File: src/rtl/riscmakers_cache_refill_ctrl.sv
// Single-port data store arbiter: multi-beat line refill > core write > core read; 1-cycle read latency.
// Optional RISCMAKERS_REFILL_ABORT_EN adds refill_abort_i to drop an in-flight refill without a done pulse.
module riscmakers_cache_refill_ctrl #(
    parameter int DATA_WIDTH = 128,
    parameter int NUM_WORDS  = 256,
    parameter int MEM_WIDTH  = 64,
    localparam int ADDR_W    = $clog2(NUM_WORDS),
    localparam int BE_W      = DATA_WIDTH / 8
) (
    input  logic                  clk_i,
    input  logic                  rst_i,
    input  logic                  refill_req_i,
    input  logic [ADDR_W-1:0]     refill_idx_i,
    output logic                  refill_busy_o,
    output logic                  refill_done_o,
`ifdef RISCMAKERS_REFILL_ABORT_EN
    input  logic                  refill_abort_i,
`endif
    input  logic                  mem_valid_i,
    output logic                  mem_ready_o,
    input  logic [MEM_WIDTH-1:0]  mem_data_i,
    input  logic                  wr_req_i,
    input  logic [ADDR_W-1:0]     wr_idx_i,
    input  logic [BE_W-1:0]       wr_be_i,
    input  logic [DATA_WIDTH-1:0] wr_data_i,
    output logic                  wr_gnt_o,
    input  logic                  rd_req_i,
    input  logic [ADDR_W-1:0]     rd_idx_i,
    output logic                  rd_gnt_o,
    output logic                  rd_valid_o,
    output logic [DATA_WIDTH-1:0] rd_data_o,
    output logic                  sram_en_o,
    output logic                  sram_we_o,
    output logic [BE_W-1:0]       sram_be_o,
    output logic [ADDR_W-1:0]     sram_addr_o,
    output logic [DATA_WIDTH-1:0] sram_wdata_o,
    input  logic [DATA_WIDTH-1:0] sram_rdata_i
);
    localparam int BEATS  = DATA_WIDTH / MEM_WIDTH;
    localparam int BEAT_W = (BEATS > 1) ? $clog2(BEATS) : 1;
    localparam int MB     = MEM_WIDTH / 8;
    localparam logic [BEAT_W-1:0] LAST_BEAT = BEAT_W'(BEATS - 1);

    typedef enum logic {IDLE, FILL} state_t;

    state_t              state_q, state_n;
    logic [BEAT_W-1:0]   beat_q, beat_n;
    logic [ADDR_W-1:0]   idx_q, idx_n;
    logic                done_q, done_n;
    logic                busy_q;
    logic                rd_valid_q;
    logic                abort;

`ifdef RISCMAKERS_REFILL_ABORT_EN
    assign abort = refill_abort_i;
`else
    assign abort = 1'b0;
`endif

    always_ff @(posedge clk_i) begin
        if (rst_i) begin
            state_q    <= IDLE;
            beat_q     <= '0;
            idx_q      <= '0;
            done_q     <= 1'b0;
            busy_q     <= 1'b0;
            rd_valid_q <= 1'b0;
        end else begin
            state_q    <= state_n;
            beat_q     <= beat_n;
            idx_q      <= idx_n;
            done_q     <= done_n;
            busy_q     <= (state_n == FILL);
            rd_valid_q <= rd_gnt_o;
        end
    end

    always_comb begin
        state_n = state_q;
        beat_n  = beat_q;
        idx_n   = idx_q;
        done_n  = 1'b0;
        case (state_q)
            IDLE: begin
                if (refill_req_i) begin
                    state_n = FILL;
                    idx_n   = refill_idx_i;
                    beat_n  = '0;
                end
            end
            FILL: begin
                if (abort) begin
                    state_n = IDLE;
                    beat_n  = '0;
                end else if (mem_valid_i) begin
                    if (beat_q == LAST_BEAT) begin
                        state_n = IDLE;
                        beat_n  = '0;
                        done_n  = 1'b1;
                    end else begin
                        beat_n = beat_q + 1'b1;
                    end
                end
            end
            default: state_n = IDLE;
        endcase
    end

    always_comb begin
        mem_ready_o  = 1'b0;
        wr_gnt_o     = 1'b0;
        rd_gnt_o     = 1'b0;
        sram_en_o    = 1'b0;
        sram_we_o    = 1'b0;
        sram_be_o    = '0;
        sram_addr_o  = '0;
        sram_wdata_o = '0;
        if (!rst_i) begin
            case (state_q)
                IDLE: begin
                    if (refill_req_i) begin
                        // refill start cycle only latches the index; the port stays idle
                    end else if (wr_req_i) begin
                        wr_gnt_o     = 1'b1;
                        sram_en_o    = 1'b1;
                        sram_we_o    = 1'b1;
                        sram_be_o    = wr_be_i;
                        sram_addr_o  = wr_idx_i;
                        sram_wdata_o = wr_data_i;
                    end else if (rd_req_i) begin
                        rd_gnt_o    = 1'b1;
                        sram_en_o   = 1'b1;
                        sram_addr_o = rd_idx_i;
                    end
                end
                FILL: begin
                    mem_ready_o = !abort;
                    if (mem_valid_i && !abort) begin
                        sram_en_o    = 1'b1;
                        sram_we_o    = 1'b1;
                        sram_addr_o  = idx_q;
                        sram_wdata_o = {BEATS{mem_data_i}};
                        for (int b = 0; b < BEATS; b++) begin
                            if (beat_q == BEAT_W'(b)) sram_be_o[b*MB +: MB] = '1;
                        end
                    end
                end
                default: ;
            endcase
        end
    end

    assign refill_busy_o = busy_q;
    assign refill_done_o = done_q;
    assign rd_valid_o    = rd_valid_q;
    assign rd_data_o     = rd_valid_q ? sram_rdata_i : '0;
endmodule

File: config.mk
export PLATFORM = sky130hd
export DESIGN_NAME = riscmakers_cache_refill_ctrl
export DESIGN_NICKNAME = d
export VERILOG_FILES = /design/src/rtl/riscmakers_cache_refill_ctrl.sv
export SDC_FILE = /design/constraint.sdc
export NUM_CORES = 1
export LEC_CHECK = 0
export ABC_AREA = 1
export CORE_AREA = 5 5 250 252
export DETAILED_ROUTE_END_ITERATION = 7
export DIE_AREA = 0 0 255 257
export DONT_BUFFER_PORTS = 1
export PLACE_DENSITY_LB_ADDON = 0.05
export SYNTH_ARGS = -nofsm -noshare
export SYNTH_HDL_FRONTEND = slang
export SYNTH_SLANG_ARGS = --single-unit
File: constraint.sdc
create_clock -name clk_i -period 1.95 [get_ports clk_i]
set_input_delay 0.585 -clock clk_i [delete_from_list [all_inputs] [get_ports clk_i]]
set_output_delay 0.585 -clock clk_i [all_outputs]
set_load 0.01 [all_outputs]
Yosys cells after proc, flatten, opt, wreduce, memory -nomap -nowiden
Index checks and enable logic that the tools add are counted.
W data, S select, Z words.
{"block": "word_totals", "in_bits": 366, "regBits": 12, "wordCells": 59, "out_inout_bits": 288}
{"block": "classes", "n_eq_ne": 2, "n_addsub": 1, "bitwise": 2, "n_mux": 46, "reduce_logical": 3}
{"cell": "$mux W128", "n": 5}
{"cell": "$pmux W128 S2", "n": 1}
{"cell": "$mux W16", "n": 4}
{"cell": "$mux W8", "n": 7}
{"cell": "$pmux W16 S2", "n": 1}
{"cell": "$mux W1", "n": 23}
{"cell": "$pmux W8 S2", "n": 1}
{"cell": "$pmux W1 S2", "n": 4}
{"cell": "$ne A2 B2 Y1 const B", "n": 2}
{"cell": "$reduce_and A2 Y1", "n": 2}
{"cell": "$reduce_or A3 Y1", "n": 1}
{"cell": "$not A1 Y1", "n": 2}
{"cell": "$add A1 B1 Y1 const B", "n": 1}

Depth between registers and ports, before layout
{"block": "depth", "ltp_word": 5, "mapped_depth": 7, "ltp_nobuf": 5}

Worst setup path before layout
Ideal clock, no wire load.
{"block": "synth_path", "path_type": "input to output", "startpoint": "input port wr_req_i", "endpoint": "output port sram_be_o[0]", "path_buffers": 3, "setup_slack_ns": 0.067, "required_time_ns": 1.365, "arrival_time_ns": 1.298, "cell_stages": 7, "path_cell_list": "buf_4 -> buf_6 -> buf_6 -> nand2_1 -> nor2_1 -> nor2_1 -> nor2_1"}
{"block": "synth_via", "elab_chain_cells": 4}
{"element": "start: declaration", "line": "22", "text": "input logic wr_req_i,"}
{"element": "$mux W16", "line": "123", "text": "end else if (wr_req_i) begin"}
{"element": "$mux W16", "line": "121", "text": "if (refill_req_i) begin"}
{"element": "$pmux W16 S2", "line": "119", "text": "case (state_q)"}
{"element": "$mux W16", "line": "118", "text": "if (!rst_i) begin"}
{"element": "end: declaration", "line": "34", "text": "output logic [BE_W-1:0] sram_be_o,"}
No other way between the ends.

==> impl_metrics.sql <==
INSERT INTO impl_metrics (metric_group, metric, value, unit) VALUES
('timing', 'report.final.hold_viol_count', '0', ''),
('global_route', 'pin_count_of_the_biggest_net_entering_global_routing', '155', ''),
('floorplanning', 'top_level_ports', '654', ''),
('critical_path', 'slowest_delay', '400', 'ps'),
('cts', 'clock_tree_from_tritoncts', 'yes', ''),
('outcome', 'status', 'finished, violations left', ''),
('timing', 'rsz0062_at_grt', 'true', ''),
('global_route', 'met2_usage', '0.225', ''),
('yosys', 'netlist_area_pre_place', '5340', 'um2'),
('flow_run', 'max_cap_viol_count', '0', ''),
('placed_design', 'dp.final_hpwl', '34.0', 'mm'),
('floorplanning', 'die-area', '65500', 'um2'),
('floorplanning', 'fp.dieW', '255', 'um'),
('cts', 'worst_skew_pair.late_latency', '240', 'ps'),
('placed_design', 'numPlacedInstances', '2068', ''),
('cts', 'cts.path.max_buffers', '2', ''),
('cts', 'cts_root_buf', 'sky130_fd_sc_hd__clkbuf_16', ''),
('global_route', 'gr_util_met1', '0.124', ''),
('critical_path', 'critPathArrivalTime', '1480', 'ps'),
('yosys', 'yosys.cell_types.count', '18', ''),
('timing', 'clock.fmax', '483', 'MHz'),
('global_route', 'grt_most_used_layer', 'met2', ''),
('finish', 'final_cell_count_no_fill', '2104', ''),
('worst_hold_path', 'min_path_type', 'in -> reg', ''),
('cts', 'hold_buf_count_cts', '0', ''),
('floorplanning', 'floorplan.initialDensity', '0.0891', ''),
('floorplanning', 'floorplan.die.height', '257', 'um'),
('timing', 'final-setup-viol-count', '121', ''),
('yosys', 'yosys_register_bits', '12', ''),
('finish', 'layout-area-overhead-vs-synth', '68.8', '%'),
('critical_path', 'cp_top_family', 'buffers and inverters', ''),
('power', 'power_density', '293', 'nW/um2'),
('finish', 'post_route_cells_drive_above_1_share', '0.302', ''),
('cts', 'htreeDepth', '1', ''),
('critical_path', 'critical_path.n_buffers_inverters', '3', ''),
('timing', 'worst_slew_margin_rel', '0.658', ''),
('yosys', 'number_of_instances_in_the_synthesized_netlist', '1230', ''),
('route', 'drt_drc_violations_left', '0', ''),
('power', 'ir_worst_vdd', '222', 'uV'),
('global_route', 'global_route.overflow_total', '0', ''),
('critical_path', 'slowest_stage', 'sky130_fd_sc_hd__dfxtp_4', ''),
('critical_path', 'highest_fanout_seen_on_the_critical_path', '8', ''),
('timing', 'worst_clock_skew', '1.28', 'ps'),
('timing', 'worstMarginPinSlew', '513', 'ps'),
('yosys', 'synth.yosys.warnings', '0', ''),
('timing', 'finalSetupTns', '-6080', 'ps'),
('timing', 'layout_setup_ws', '-118', 'ps'),
('route', 'drc_violation_total_after_the_first_tritonroute_iteration', '220', ''),
('yosys', 'synth.net_count', '1596', ''),
('route', 'first_pass_iters', '4', ''),
('route', 'antenna_violating_nets_post_route', '0', ''),
('power', 'leakage_power', '4.94', 'nW'),
('yosys', 'synth.avg_cell_area', '4.34', 'um2'),
('cts', 'cts_num_sinks', '12', ''),
('timing', 'post-route-period-util', '1.06', ''),
('critical_path', 'cp.required', '1360', 'ps'),
('placed_design', 'port-buffer-count', '0', ''),
('cts', 'worst_setup_hold_path_clk_slew', '50', 'ps'),
('global_route', 'gr-usage-all-layers', '0.114', ''),
('timing', 'finalCriticalPeriod', '2070', 'ps'),
('global_route', 'met3_use_gr', '0.0308', ''),
('route', 'drt-wirelength-per-cell', '20.2', 'um'),
('floorplanning', 'core', '59900', 'um2'),
('outcome', 'failed_checks', 'setup timing', ''),
('critical_path', 'crit_path_cell_trace', 'nand2_8 -> buf_12 -> buf_16 -> nand3_2 -> nor2_1 -> buf_4', ''),
('yosys', 'ys_top_cells_by_area', 'sky130_fd_sc_hd__nor2_1 32%, sky130_fd_sc_hd__nand2_1 27%, sky130_fd_sc_hd__inv_1 14%', ''),
('yosys', 'synthDominantAreaCellType', 'sky130_fd_sc_hd__nor2_1', ''),
('critical_path', 'endpoint_kind', 'output port', ''),
('global_route', 'grt_first_pass_wirelength', '55.6', 'mm'),
('global_route', 'first_global_vias', '7662', ''),
('yosys', 'seq_area_frac_synth', '0.0450', ''),
('route', 'post_drt_via_cell_ratio', '3.59', ''),
('timing', 'timing.final.max_slew_violations', '0', ''),
('placed_design', 'post-place-ws', '-466', 'ps'),
('placed_design', 'gpl.final_weighted_congestion', '0.775', ''),
('route', 'routed_wirelength', '42.5', 'mm'),
('route', 'dr_total_vias', '7559', ''),
('global_route', 'grt_antenna_before_repair', '5', ''),
('floorplanning', 'floorplan_row_count', '90', ''),
('cts', 'numCtsBuffers', '3', ''),
('critical_path', 'cp_launch_type', 'flop', ''),
('critical_path', 'timing.setup.critical_path_class', 'reg -> out', ''),
('finish', 'final_net_count', '1686', ''),
('yosys', 'yosysTopAreaCellShare', '0.321', '');
[routing by layer]
layer | wire length [um] | vias up
met2 | 23200 | 324
met1 | 16000 | 3521
met4 | 227 | 4
li1 | - | 3694
met5 | 27 | -
met3 | 3000 | 16
[Yosys cell counts, drive strengths merged]
master,number
nor2,457
nand2,386
inv,201
buf,85
nand3,74
dfxtp,12
o21bai,8
clkbuf,3
o21ai,3
a21oi,1
[final timing paths]
kind | from | endpoint | slack (ps) | cells past startpoint
worst min register to register | idx_q[5] | idx_q[5] | 520 | 2
worst max register to register | refill_busy_o | idx_q[6] | 520 | 7
worst min-delay path | refill_idx_i[0] | idx_q[0] | 500 | 2
worst max-delay path | refill_busy_o | sram_wdata_o[81] | -120 | 6
[layout make-up]
type	instances	area, um2
flip-flops and latches	12	248
fillers	7115	50900
well taps	782	978
inverters	201	759
repair buffers	173	1970
diodes	4	10.0
clock buffers	3	75.1
multi-input cells	929	4970
[cell families (layout without fill, tap and decap cells)]
| logic type | Yosys count | in the layout | share of synthesized area |
|---|---|---|---|
| other | 0 | 4 | 0 |
| AND/OR/NAND/NOR | 917 | 917 | 0.695 |
| flip-flops | 12 | 12 | 0.0450 |
| buffers and inverters | 289 | 377 | 0.245 |
| AO/OA/AOI/OAI | 12 | 12 | 0.0150 |
[metrics by stage]
step	hold slack [ps]	area, um2	total power (W)	util
after detailed placement	476	7060	0.00176	0.118
after floorplan	455	5340	0.00124	-
after global routing	506	9010	0.00286	0.150
final	500	9010	0.00264	0.150
after CTS	479	8240	0.00252	0.138
after global placement	473	7060	0.00177	0.118
[state kept, by name (all words and copies together), names as in the netlist]
signal and cells:
idx_q 8, rd_valid_o 1, beat_q 1, refill_done_o 1, refill_busy_o 1
[repair_timing]
item / 4_1_cts / 5_1_grt
cloned: 6 / 3
setup endpoints to repair: 159 / 228
resized for setup: 227 / 147
buffers inserted: 10 / 12
pin swaps: 57 / 66
[power by group]
group,internal (W),leakage [nW],switching (W)
clock network,0.000269,0.0370,0.000121
logic,0.000820,4.80,0.00115
registers,0.000261,0.100,0.0000236
[layout by cell type (no fill, tap or decap)]
cell type | synthesis | routed
sky130_fd_sc_hd__nand3_1 | 42 | 17
sky130_fd_sc_hd__a21oi_2 | 0 | 1
sky130_fd_sc_hd__nor2_2 | 0 | 43
sky130_fd_sc_hd__inv_1 | 198 | 196
sky130_fd_sc_hd__inv_2 | 3 | 3
sky130_fd_sc_hd__dfxtp_4 | 0 | 2
sky130_fd_sc_hd__buf_12 | 0 | 24
sky130_fd_sc_hd__o21ai_2 | 0 | 1
sky130_fd_sc_hd__dfxtp_1 | 12 | 10
sky130_fd_sc_hd__clkbuf_16 | 0 | 6
sky130_fd_sc_hd__nor2_1 | 456 | 345
sky130_fd_sc_hd__diode_2 | 0 | 4
sky130_fd_sc_hd__nand2_8 | 0 | 2
sky130_fd_sc_hd__nand2_1 | 383 | 342
sky130_fd_sc_hd__nand3_2 | 32 | 34
sky130_fd_sc_hd__clkbuf_4 | 0 | 1
sky130_fd_sc_hd__nand2_4 | 0 | 25
sky130_fd_sc_hd__nor2_4 | 1 | 69
sky130_fd_sc_hd__buf_2 | 64 | 1
sky130_fd_sc_hd__inv_4 | 0 | 2
sky130_fd_sc_hd__buf_8 | 3 | 6
sky130_fd_sc_hd__nand2_2 | 3 | 17
sky130_fd_sc_hd__o21bai_1 | 8 | 8
sky130_fd_sc_hd__buf_4 | 3 | 91
sky130_fd_sc_hd__o21ai_0 | 3 | 2
sky130_fd_sc_hd__buf_6 | 13 | 41
sky130_fd_sc_hd__buf_16 | 0 | 5
sky130_fd_sc_hd__bufbuf_16 | 0 | 1
sky130_fd_sc_hd__nand3_4 | 0 | 23
Note: power is estimated with default switching activity, not from simulation.
